[src/rtl/axi_common.sv]
// Shared AXI field types used by the write (and read) side arbiters.
// Pure type definitions; no logic.
package axi_common;

   typedef logic [1:0] burst_t;   // FIXED / INCR / WRAP
   typedef logic [3:0] cache_t;   // AxCACHE attributes
   typedef logic [2:0] prot_t;    // AxPROT attributes
   typedef logic [1:0] resp_t;    // OKAY / EXOKAY / SLVERR / DECERR

   localparam resp_t RESP_OKAY = 2'b00;

endpackage

[src/rtl/axi_rr_arbiter.sv]
// Combinational round-robin picker: returns the first set request at or
// after ptr, searching cyclically.
//   req       in  [N]        request vector
//   ptr       in  [PW]       search start index (0..N-1)
//   gnt_idx   out [PW]       winning index (0 when nothing requests)
//   gnt_valid out 1          some request is set
module axi_rr_arbiter #(
   parameter int N  = 2,
   localparam int PW = (N > 1) ? $clog2(N) : 1
) (
   input  logic [N-1:0]  req,
   input  logic [PW-1:0] ptr,
   output logic [PW-1:0] gnt_idx,
   output logic          gnt_valid
);

   logic [PW-1:0] cand;

   // Walk offsets from farthest to nearest so the nearest hit is the last
   // assignment and therefore wins.
   always_comb begin
      gnt_idx   = '0;
      gnt_valid = 1'b0;
      cand      = '0;
      for (int i = N - 1; i >= 0; i--) begin
         cand = PW'((int'(ptr) + i) % N);
         if (req[cand]) begin
            gnt_idx   = cand;
            gnt_valid = 1'b1;
         end
      end
   end

endmodule

[src/rtl/axi_write_arbiter.sv]
// Round-robin arbiter sharing one AXI write port (AW/W/B) between
// NumMasters masters. One burst at a time: AW beat, then W beats through
// WLAST. Slave-side ID is {master index, master ID}; B is routed back by
// that prefix. Accepted-but-unanswered bursts are capped at MaxOutstanding.
//   clk_i, rst_ni                       clock, async active-low reset
//   m_aw*_i / m_awready_o               per-master AW channel
//   m_w*_i  / m_wready_o                per-master W channel
//   m_b*_o  / m_bready_i                per-master B channel
//   s_aw*_o / s_awready_i               shared slave AW channel
//   s_w*_o  / s_wready_i                shared slave W channel
//   s_b*_i  / s_bready_o                shared slave B channel
module axi_write_arbiter
   import axi_common::*;
#(
   parameter int NumMasters     = 2,
   parameter int IdWidth        = 4,
   parameter int AddrWidth      = 64,
   parameter int DataWidth      = 64,
   parameter int MaxOutstanding = 8,
   localparam int SelWidth      = $clog2(NumMasters),
   localparam int StrbWidth     = DataWidth / 8
) (
   input  logic                                  clk_i,
   input  logic                                  rst_ni,
   // master AW
   input  logic   [NumMasters-1:0]               m_awvalid_i,
   input  logic   [NumMasters-1:0][IdWidth-1:0]  m_awid_i,
   input  logic   [NumMasters-1:0][AddrWidth-1:0] m_awaddr_i,
   input  logic   [NumMasters-1:0][7:0]          m_awlen_i,
   input  logic   [NumMasters-1:0][2:0]          m_awsize_i,
   input  burst_t [NumMasters-1:0]               m_awburst_i,
   input  cache_t [NumMasters-1:0]               m_awcache_i,
   input  prot_t  [NumMasters-1:0]               m_awprot_i,
   output logic   [NumMasters-1:0]               m_awready_o,
   // master W
   input  logic   [NumMasters-1:0]               m_wvalid_i,
   input  logic   [NumMasters-1:0][DataWidth-1:0] m_wdata_i,
   input  logic   [NumMasters-1:0][StrbWidth-1:0] m_wstrb_i,
   input  logic   [NumMasters-1:0]               m_wlast_i,
   output logic   [NumMasters-1:0]               m_wready_o,
   // master B
   output logic   [NumMasters-1:0]               m_bvalid_o,
   output logic   [NumMasters-1:0][IdWidth-1:0]  m_bid_o,
   output resp_t  [NumMasters-1:0]               m_bresp_o,
   input  logic   [NumMasters-1:0]               m_bready_i,
   // slave AW
   output logic                                  s_awvalid_o,
   output logic   [IdWidth+SelWidth-1:0]         s_awid_o,
   output logic   [AddrWidth-1:0]                s_awaddr_o,
   output logic   [7:0]                          s_awlen_o,
   output logic   [2:0]                          s_awsize_o,
   output burst_t                                s_awburst_o,
   output cache_t                                s_awcache_o,
   output prot_t                                 s_awprot_o,
   input  logic                                  s_awready_i,
   // slave W
   output logic                                  s_wvalid_o,
   output logic   [DataWidth-1:0]                s_wdata_o,
   output logic   [StrbWidth-1:0]                s_wstrb_o,
   output logic                                  s_wlast_o,
   input  logic                                  s_wready_i,
   // slave B
   input  logic                                  s_bvalid_i,
   input  logic   [IdWidth+SelWidth-1:0]         s_bid_i,
   input  resp_t                                 s_bresp_i,
   output logic                                  s_bready_o
);

   localparam int CntWidth = $clog2(MaxOutstanding + 1);

   typedef enum logic [1:0] {S_IDLE, S_ADDR, S_DATA} state_e;

   state_e                state_q, state_d;
   logic [SelWidth-1:0]   grant_q, ptr_q;
   logic [CntWidth-1:0]   outstanding_q;
   logic [SelWidth-1:0]   arb_idx;
   logic                  arb_valid;
   logic                  grant_load;
   logic                  aw_hs, b_hs;
   logic [SelWidth-1:0]   b_sel;
   logic [31:0]           b_sel_ext;

   axi_rr_arbiter #(.N(NumMasters)) u_arb (
      .req       (m_awvalid_i),
      .ptr       (ptr_q),
      .gnt_idx   (arb_idx),
      .gnt_valid (arb_valid)
   );

   // ---------------- state registers ----------------
   always_ff @(posedge clk_i or negedge rst_ni) begin
      if (!rst_ni) begin
         state_q <= S_IDLE;
         grant_q <= '0;
         ptr_q   <= '0;
      end else begin
         state_q <= state_d;
         if (grant_load) begin
            grant_q <= arb_idx;
            ptr_q   <= (arb_idx == SelWidth'(NumMasters - 1)) ? '0 : arb_idx + 1'b1;
         end
      end
   end

   // ---------------- next state / handshake steering ----------------
   always_comb begin
      state_d     = state_q;
      grant_load  = 1'b0;
      s_awvalid_o = 1'b0;
      s_wvalid_o  = 1'b0;
      m_awready_o = '0;
      m_wready_o  = '0;
      case (state_q)
         S_IDLE: begin
            // The cap is checked here only: one burst in flight at a time
            // means the counter can reach MaxOutstanding but never pass it.
            if (arb_valid && (outstanding_q < CntWidth'(MaxOutstanding))) begin
               grant_load = 1'b1;
               state_d    = S_ADDR;
            end
         end
         S_ADDR: begin
            s_awvalid_o          = 1'b1;
            m_awready_o[grant_q] = s_awready_i;
            if (s_awready_i) state_d = S_DATA;
         end
         S_DATA: begin
            s_wvalid_o          = m_wvalid_i[grant_q];
            m_wready_o[grant_q] = s_wready_i;
            if (m_wvalid_i[grant_q] && s_wready_i && m_wlast_i[grant_q]) state_d = S_IDLE;
         end
         default: state_d = S_IDLE;
      endcase
   end

   // Payloads follow the registered grant, so they stay stable while valid.
   assign s_awid_o    = {grant_q, m_awid_i[grant_q]};
   assign s_awaddr_o  = m_awaddr_i[grant_q];
   assign s_awlen_o   = m_awlen_i[grant_q];
   assign s_awsize_o  = m_awsize_i[grant_q];
   assign s_awburst_o = m_awburst_i[grant_q];
   assign s_awcache_o = m_awcache_i[grant_q];
   assign s_awprot_o  = m_awprot_i[grant_q];
   assign s_wdata_o   = m_wdata_i[grant_q];
   assign s_wstrb_o   = m_wstrb_i[grant_q];
   assign s_wlast_o   = m_wlast_i[grant_q];

   // ---------------- B routing (purely combinational) ----------------
   assign b_sel     = s_bid_i[IdWidth +: SelWidth];
   assign b_sel_ext = 32'(b_sel);

   always_comb begin
      m_bvalid_o = '0;
      s_bready_o = 1'b1;  // unknown index: sink the response
      for (int m = 0; m < NumMasters; m++) begin
         m_bid_o[m]   = s_bid_i[IdWidth-1:0];
         m_bresp_o[m] = s_bresp_i;
      end
      if (b_sel_ext < 32'(NumMasters)) begin
         m_bvalid_o[b_sel] = s_bvalid_i;
         s_bready_o        = m_bready_i[b_sel];
      end
   end

   // ---------------- outstanding burst counter ----------------
   assign aw_hs = (state_q == S_ADDR) && s_awready_i;
   assign b_hs  = s_bvalid_i && s_bready_o;

   always_ff @(posedge clk_i or negedge rst_ni) begin
      if (!rst_ni)             outstanding_q <= '0;
      else if (aw_hs && !b_hs) outstanding_q <= outstanding_q + 1'b1;
      else if (b_hs && !aw_hs) outstanding_q <= outstanding_q - 1'b1;
   end

endmodule
[config.mk]
export PLATFORM = sky130hd
export DESIGN_NAME = axi_write_arbiter
export DESIGN_NICKNAME = d
export VERILOG_FILES = /design/src/rtl/axi_common.sv /design/src/rtl/axi_rr_arbiter.sv /design/src/rtl/axi_write_arbiter.sv
export SDC_FILE = /design/constraint.sdc
export NUM_CORES = 1
export LEC_CHECK = 0
export ABC_AREA = 0
export ABC_CLOCK_PERIOD_IN_PS = 5150
export BUFFER_PORTS_ARGS = -buffer_cell sky130_fd_sc_hd__buf_2
export CAP_MARGIN = 10
export CELL_PAD_IN_SITES_DETAIL_PLACEMENT = 0
export CELL_PAD_IN_SITES_GLOBAL_PLACEMENT = 1
export CORE_AREA = 8 8 195 197
export CTS_CLUSTER_DIAMETER = 50
export CTS_CLUSTER_SIZE = 25
export DETAILED_ROUTE_END_ITERATION = 16
export DIE_AREA = 0 0 203 205
export GPL_ROUTABILITY_DRIVEN = 0
export HOLD_SLACK_MARGIN = 0.15
export PLACE_DENSITY_LB_ADDON = 0.08
export SYNTH_ARGS = -nofsm -noshare
export SYNTH_HDL_FRONTEND = slang
export SYNTH_SLANG_ARGS = --single-unit
[constraint.sdc]
create_clock -name clk_i -period 5.15 [get_ports clk_i]
set_input_delay 1.03 -clock clk_i [delete_from_list [all_inputs] [get_ports clk_i]]
set_output_delay 1.03 -clock clk_i [all_outputs]
set_load 0.01 [all_outputs]
Word level (Yosys, flattened, before mapping)
Cells that the tools add are included.
Widths: inputs -> output; s select.
{ "totals": {"reg_bits": 8, "latch_bits": 0, "ram_bits": 0, "mem_bits_ro": 0, "in_bits": 340, "out_inout_bits": 183, "word_cells": 89, "n_memories": 0} }
{ "op_classes": {"n_addsub": 4, "multipliers": 0, "div": 0, "order_cmp": 8, "n_eq_ne": 5, "shifts": 0, "n_mux": 51, "bitwise_logic": 3, "reduce_logical": 14} }
{ "ops": {"columns": ["cell", "n"], "rows": [
  ["$mux 64", 4],
  ["$mux 8", 4],
  ["$mux 4", 6],
  ["$mux 1", 22],
  ["$mux 2", 8],
  ["$mux 3", 4],
  ["$lt 1x2->1 const B", 5],
  ["$logic_and 1x1->1", 9],
  ["$and 2x2->2", 3],
  ["$ne 2x2->1 const B", 3],
  ["$pmux 2 s3", 1],
  ["$add 4x1->4 const B", 1],
  ["$lt 4x4->1 const B", 1],
  ["$sub 4x1->4 const B", 1],
  ["$reduce_and 3->1", 1],
  ["$add 1x1->1 const B", 2],
  ["$demux 1 s1", 2],
  ["$eq 2x1->1 const B", 1],
  ["$eq 2x2->1 const B", 1],
  ["$ge 1x1->1 const B", 2],
  ["$logic_not 1->1", 2],
  ["$logic_not 2->1", 1],
  ["$reduce_bool 2->1", 1]
]} }

Logic depth before layout (Yosys ltp)
Gate-level depths: netlist of the first run.
{ "depth": {"ltp_word": 8, "ltp_mapped": 9, "depth_no_buf": 9} }

By module
Synthesis of the first run repeated with hierarchy kept, for this count alone.
{ "hier_totals": {"hier_cells": 252, "hier_area_um2": 3231.8} }
{ "modules_own_cells": {"columns": ["mod", "instances", "cells_per_inst", "area_each_um2", "seq_area_each_um2"], "rows": [
  ["axi_write_arbiter", 1, 249, 3214.3, 200.2],
  ["axi_rr_arbiter", 1, 3, 17.5, 0.0]
]} }

Least setup slack after synthesis of the first run
Ideal clock, no wire load.
{ "synth_timing": {"path_type": "input -> register", "from": "input s_bid_i[4]", "to": "register outstanding_q[3]", "setup_time_ps": 129, "arrival_ps": 2810, "required_ps": 5021, "setup_slack_ps": 2211, "cell_stages": 8, "n_path_buf": 0, "path_cell_list": "mux2_2 > nand2_1 > ha_1 > inv_1 > ha_1 > or4_4 > o211ai_2 > o211ai_2"} }
{ "synth_via": {"elab_chain_cells": 7, "word_cells_on_any_way": 10, "classes_between": "order compare: 1; mux: 4; reduce/logical: 5"} }
{ "synth_lines": {"columns": ["item", "line", "text"], "rows": [
  ["from (decl)", "axi_write_arbiter.sv:64", "input logic [IdWidth+SelWidth-1:0] s_bid_i,"],
  ["$mux 1 (not written as such) (2 in a row)", "axi_write_arbiter.sv:161", "s_bready_o = m_bready_i[b_sel];"],
  ["$mux 1 (*)", "axi_write_arbiter.sv:159", "if (b_sel_ext < 32'(NumMasters)) begin"],
  ["$logic_and 1x1->1 (*)", "axi_write_arbiter.sv:167", "assign b_hs = s_bvalid_i && s_bready_o;"],
  ["$logic_not 1->1", "axi_write_arbiter.sv:171", "else if (aw_hs && !b_hs) outstanding_q <= outstanding_q + 1'b1;"],
  ["$logic_and 1x1->1", "axi_write_arbiter.sv:171", null],
  ["$mux 4 / $reduce_bool 2->1 (equally long branches)", null, null],
  ["to (signal assigned)", "axi_write_arbiter.sv:171", null],
  ["to (signal assigned)", "axi_write_arbiter.sv:172", "else if (b_hs && !aw_hs) outstanding_q <= outstanding_q - 1'b1;"],
  ["to (decl)", "axi_write_arbiter.sv:75", "logic [CntWidth-1:0] outstanding_q;"]
]} }
Every way passes the cells marked *; elsewhere a longest branch is shown, timed or not. The select of a mux whose other input is x is not followed.
A chain may end at the register's enable or synchronous reset.

Worst setup path after layout of the first run
{ "layout_timing": {"from": "register grant_q", "to": "output s_awprot_o[1]"} }
{ "layout_via": {"elab_chain_cells": 2} }
{ "layout_lines": {"columns": ["item", "line", "text"], "rows": [
  ["from (decl)", "axi_write_arbiter.sv:74", "logic [SelWidth-1:0] grant_q, ptr_q;"],
  ["from (signal assigned)", "axi_write_arbiter.sv:99", "grant_q <= arb_idx;"],
  ["$mux 3 (not written as such) (2 in a row)", "axi_write_arbiter.sv:143", "assign s_awprot_o = m_awprot_i[grant_q];"],
  ["to (decl)", "axi_write_arbiter.sv:54", "output prot_t s_awprot_o,"]
]} }
No other way between the ends. The select of a mux whose other input is x is not followed.

==> results of run 1 <==
## layout by cell type, fill, tap and decap left out, types with 3 or more instances in the layout
master and n:
buf_2 504, mux2_2 143, mux2_4 11, mux2_1 9, dfrtp_1 7, nand2_1 5, diode_2 4, a21oi_1 4
inv_1 3, o21ai_0 3, ha_1 3, clkbuf_16 3
## layer usage
metal / part of all wire / wire [µm] / vias up
li1: - / - / 1882
met1: 0.33 / 8480 / 1731
met2: 0.56 / 14500 / 245
met3: 0.099 / 2570 / 28
met4: 0.0070 / 182 / 16
met5: 0.0047 / 121 / -
## registers in the layout, summed over array words and instances, names as in the netlist
name / count
outstanding_q: 4
state_q: 2
grant_q: 1
ptr_q: 1
## path summary, 6_finish.rpt
check / start / end / slack [ns] / cells after the start
max: grant_q / s_awprot_o[1] / 2.09 / 3
min: ptr_q / ptr_q / 0.49 / 1
max reg2reg: state_q[1] / outstanding_q[3] / 2.68 / 9
min reg2reg: ptr_q / ptr_q / 0.49 / 1
max in group asynchronous: rst_ni / grant_q / 4.31 / 1
min in group asynchronous: rst_ni / outstanding_q[1] / 0.64 / 1
## through the flow
step | cell area [µm²] | std cells | utilization
floorplan | 2710 | 250 | -
global placement | 5540 | 1185 | 0.158
detailed placement | 5540 | 1185 | 0.158
CTS | 5620 | 1189 | 0.161
global route | 5630 | 1193 | 0.161
finish | 5630 | 1193 | 0.161
## layout make-up
cell class              instances  area share
diodes                          4     0.00178
clock buffers                   4      0.0140
inverters                       3     0.00200
multi-input cells             206       0.389
flip-flops and latches          8      0.0362
well taps                     461       0.102
repair buffers                507       0.454
## report_power, final
part | switching (W) | leakage (nW) | total (W) | internal [W]
logic | 0.000932 | 2.84 | 0.00187 | 0.000941
clock network | 0.0000324 | 0.0382 | 0.000136 | 0.000103
registers | 0.0000721 | 0.0954 | 0.000170 | 0.0000974
## logic make-up (layout without fill, tap and decap cells)
group / Yosys count / in the layout
xor+xnor: 2 / 2
compound gates: 13 / 13
other cells: 0 / 4
mux: 165 / 165
buf+inv: 36 / 514
fa+ha+maj: 4 / 4
simple gates: 22 / 22
flops: 8 / 8
## worst reg2reg max path: cells and delay by family, from the launching register on
kind | cells | cell delay, ns
buffers and inverters | 2 | 0.21
adder cells (fa/ha/maj) | 2 | 0.62
AO/OA/AOI/OAI | 2 | 0.17
flip-flops | 1 | 0.40
AND/OR/NAND/NOR | 3 | 0.95
==> summary.txt, run 1 <==
CTS Root Buffer Type: clkbuf_16
CP max FO: 92
Post-synth ARST share: 1.00
CTS tree: yes
Setup Total Neg Slack: 0 ns
Initial antenna violation count: 13
WP buf/inv: 2
Final setup viols: 0
Multi-input logic area: 0.00219 mm²
Clk buf depth: 2
Total Wirelength: 25.9 mm
H-Tree Depth: 1
Met3 Track Usage GR: 0.0484
Critical Path, Cell by Cell: buf_12 -> mux2_2 -> buf_2
Worst Path Required: 4.12 ns
DRT iter0 DRCs: 126
Post-CTS Setup Inserts: 0
Grt peak-use layer: met2
Post-route clock period utilization: 0.595
1st-pass router iterations: 4
Tot Pwr: 0.00218 W
Synth area leader: mux2_2
Slowest stage delay, CP: 0.66 ns
Mapped Cells: 250
Post-synth net total: 594
# port buffers: 504
Most common library cells after synthesis: mux2_2, buf_6, buf_4, mux2_4, mux2_1
Die width: 203 µm
Post-synthesis xor/xnor area fraction: 0.00646
Total GRT Usage: 0.112
Hold WC Path Type: flip-flop to flip-flop
Lkg Pwr: 2.97 nW
Seq/Total Area, Yosys: 0.0738
Worst path slowest cell: dfrtp_4
Ranking of synthesized cells by area: mux2_2, buf_6, dfrtp_1, mux2_4, mux2_1
Warnings from Yosys: 0
RSZ-0062 raised after global routing: no
Max-slew violation count: 0
Post-synth cell types: 32
Post-Synth Adder-Cell Area: 0.0212
Outcome: completed
Starting Density: 0.0775
Setup WS post-layout: 2.09 ns
Max Freq: 326 MHz
Mux contribution to synthesized area: 0.700
Most used flip-flop cell after synthesis: dfrtp_1
CTS buffer count: 3
Area Growth Syn to Fin: 108%
Final Hold Vio Count: 0
Clock sinks: 8
# IOs: 523
Met2 usage: 0.223
Die footprint: 0.0416 mm²
CP delay by family, top: flip-flops
Worst rel slew slack: 0.591
Die Ht: 205 µm
CTS hold repair buffers: 0
Largest family of logic cells by synthesized area: multiplexers
FF+latch area: 204 µm²
Cts repair resizes: 0
Maxcap violations: 0
Max IR drop VDD: 149 µV
Share of post-route cells with drive strength above 1: 0.918
Detail Route Antenna Nets: 0
Total number of vias: 3902
Setup Crit Path Kind: flip-flop to output pin
Compound-Gate Fraction of Synth Area: 0.0328
Standard-cell rows: 69
Synth Area in Simple Gates: 0.0475
Setup crit start kind: flip-flop
DP Wirelength: 23.8 mm
Pwr dens: 387 mW/mm²
Grt ovf: 0
First-pass GRT wire length: 33.7 mm
Vias/cell: 3.27
WL per Instance: 21.7 µm
Nets@finish: 1073
Most common cell in the synthesized netlist: mux2_2
Met1 usage: 0.108
Skew-Pair Late Insertion Delay: 0.23 ns
Post-Syn Area: 0.00271 mm²
Hold slack: 0.489 ns
Flops & latches, synth: 8
Setup WS pre-CTS: 1.97 ns
Largest net degree at the start of global routing: 93
Clk_skew: 0.00126 ns
Clock-pin slew on the worst setup and hold paths: 0.04 ns
Vias in the first global route: 4096
Crit end category: output pin
Post-synth top area share: 0.594
Worst Path Arrival: 2.03 ns
Tightest Pin Transition: 0.614 ns
DR DRC count: 0
CORE AREA: 0.0350 mm²
Filler instances: 4055
Syn avg cell area: 10.8 µm²
Tmin final: 3.06 ns
EDFF count, synth: 0
No activity file was read; power rests on OpenSTA's default activity.
==> run 2: changes to the inputs <==
Settings changed: ABC_CLOCK_PERIOD_IN_PS 5150 to 2450, CORE_AREA 8 8 195 197 to 8 8 197 199, DIE_AREA 0 0 203 205 to 0 0 205 207.
Clock period 5.15 ns to 2.45 ns, I/O delays scaled along.
==> run 2 against run 1 <==
- final cell count is 1.3% higher
- largest power group unchanged
- combinational power is 120% higher
- sequential power up 66%
- register-to-register slack worse by 2.3 ns
- power is 120% higher
- worst setup slack worse by 1.9 ns
- routed wire length fell by 3.2%
- sequential cell count did not move
- hold slack got worse by 0.016 ns
==> summary.txt, run 2 (synthesis gave the netlist of run 1 again) <==
Hold Path End: grant_q
Most frequent cells in the layout: buf_2, mux2_2, mux2_4
CORE AREA: 0.0359 mm² (+2.7%)
Pwr dens: 832 mW/mm² (+110%)
Clk buf depth: 2 (unchanged)
Total number of vias: 3930 (+0.72%)
Worst rel slew slack: 0.652 (+0.0611)
Starting Density: 0.0755 (-0.00204)
Worst Path Arrival: 1.78 ns (-0.25 ns)
# port buffers: 504 (unchanged)
Tot Pwr: 0.00477 W (+120%)
Met2 usage: 0.212 (-0.0105)
Min-delay src: m_awvalid_i[0]
Outcome: completed
Largest register FFs: 4 (unchanged)
First-pass GRT wire length: 33.4 mm (-0.90%)
RSZ-0062 raised after global routing: no
Inst Count DP: 1199 (+1.2%)
CTS Root Buffer Type: clkbuf_16
Post-route insts no fill: 1208 (+1.3%)
Met3 Track Usage GR: 0.0437 (-0.00469)
Skew-Pair Late Insertion Delay: 0.24 ns (about the same)
CTS buffer count: 3 (unchanged)
Post-route clock period utilization: 0.925
Die width: 205 µm (+0.99%)
Largest net degree at the start of global routing: 66 (-29%)
Grt ovf: 0 (unchanged)
Setup Total Neg Slack: 0 ns (unchanged)
Most common cell on crit path: buf_12
Crit Reg-Reg Startpoint: state_q[1]
Clk_skew: 0.00735 ns (+0.00609 ns)
Hold slack: 0.473 ns (-0.0160 ns)
Worst path slowest cell: dfrtp_4
Share of post-route cells with drive strength above 1: 0.917 (about the same)
Crit end category: output pin
Post-CTS Setup Inserts: 0 (unchanged)
CP max FO: 41 (-55%)
FF-to-FF path depth: 9 (unchanged)
Clock sinks: 8 (unchanged)
Lkg Pwr: 3.02 nW (+1.7%)
Initial antenna violation count: 12 (-1)
Total GRT Usage: 0.108 (-0.00375)
Nets@finish: 1081 (+0.75%)
Biggest register: outstanding_q
Area Growth Syn to Fin: 112%
Hold WC Path Type: input pin to flip-flop
Final Hold Vio Count: 0 (unchanged)
Most common cell after layout, fill and taps aside: buf_2
Reg-to-reg slack, setup: 0.36 ns (-2.32 ns)
DR DRC count: 0 (unchanged)
Standard-cell rows: 70 (+1.4%)
Setup Crit Path Kind: flip-flop to output pin
H-Tree Depth: 1 (unchanged)
Total Wirelength: 25.0 mm (-3.2%)
Top Registers: outstanding_q x4, state_q x2
R2r endpoint: outstanding_q[3]
Maxcap violations: 0 (unchanged)
1st-pass router iterations: 4 (unchanged)
Tightest Pin Transition: 0.518 ns (-0.0957 ns)
Slowest stage delay, CP: 0.43 ns (-0.23 ns)
Tmin final: 2.27 ns
Setup crit start kind: flip-flop
Die Ht: 207 µm (+0.98%)
Filler instances: 4210 (+3.8%)
Critical Path, Cell by Cell: buf_12 -> buf_12 -> mux2_2 -> buf_2
WL per Instance: 20.7 µm (-4.4%)
Final setup viols: 0 (unchanged)
Fin area: 0.00574 mm² (+1.9%)
# IOs: 523 (unchanged)
Min-Delay Path Depth: 2 (+1)
Met1 usage: 0.110 (+0.00188)
Vias/cell: 3.25 (-0.53%)
Cts repair resizes: 0 (unchanged)
Cell Area, Placed: 0.00564 mm² (+1.8%)
Max Freq: 441 MHz
Detail Route Antenna Nets: 0 (unchanged)
Max-slew violation count: 0 (unchanged)
CTS hold repair buffers: 1 (+1)
CTS tree: yes
CP Launch Point: grant_q
Max IR drop VDD: 407 µV (+170%)
Die footprint: 0.0424 mm² (+2.0%)
Clock-pin slew on the worst setup and hold paths: 0.04 ns (about the same)
Grt peak-use layer: met2
Worst Path Required: 1.96 ns (-2.16 ns)
DRT iter0 DRCs: 149 (+18%)
DP Wirelength: 23.1 mm (-2.9%)
Vias in the first global route: 4264 (+4.1%)
==> run 2: changes by cell type in the layout (fill, tap and decap cells not counted), sizes merged <==
cell	change
dlygate4sd3	+1
buf	+7
==> run 2: through the flow <==
| step | util | setup slack [ns] |
|---|---|---|
| 2_1_floorplan | - | 0.0512 |
| 3_3_place_gp | 0.157 | 0.0910 |
| 3_5_place_dp | 0.157 | 0.0750 |
| 4_1_cts | 0.159 | 0.184 |
| 5_1_grt | 0.160 | 0.135 |
| 6_report | 0.160 | 0.184 |
==> run 2: report_power, final <==
group | leakage, nW | total [W] | switching (W) | internal [W]
registers | 0.0954 | 0.000282 | 0.0000761 | 0.000205
clock network | 0.0382 | 0.000291 | 0.0000735 | 0.000218
logic | 2.89 | 0.00420 | 0.00210 | 0.00210
==> run 2: critical path, delay by kind of cell (launching register included) <==
family,cells,cell delay [ns]
buffers and inverters,3,0.63
DFF,1,0.43
muxes,1,0.40
==> run 2: area by class of cell <==
class / count / area (µm²) / share of cell area
antenna: 4 / 10.0 / 0.00174
clock buffer: 4 / 78.8 / 0.0137
inverter: 3 / 11.3 / 0.00196
multi-input combinational: 206 / 2190 / 0.382
sequential: 8 / 204 / 0.0356
tap: 468 / 586 / 0.102
timing repair buffer: 515 / 2660 / 0.463
==> run 2: how the worst max path moves through the flow <==
stage / to / slack, ns / depth (start not counted)
2_1_floorplan: outstanding_q[3] / 0.05 / 8
6_report: s_awaddr_o[11] / 0.18 / 4
3_3_place_gp: outstanding_q[3] / 0.09 / 9
3_5_place_dp: outstanding_q[3] / 0.07 / 9
4_1_cts: s_awaddr_o[11] / 0.18 / 4
5_1_grt: s_awaddr_o[11] / 0.14 / 4
==> run 2: metal layers <==
metal | vias to the layer above | wire length (µm)
li1 | 1902 | -
met1 | 1731 | 8840
met2 | 259 | 13300
met3 | 22 | 2680
met4 | 16 | 128
met5 | - | 115
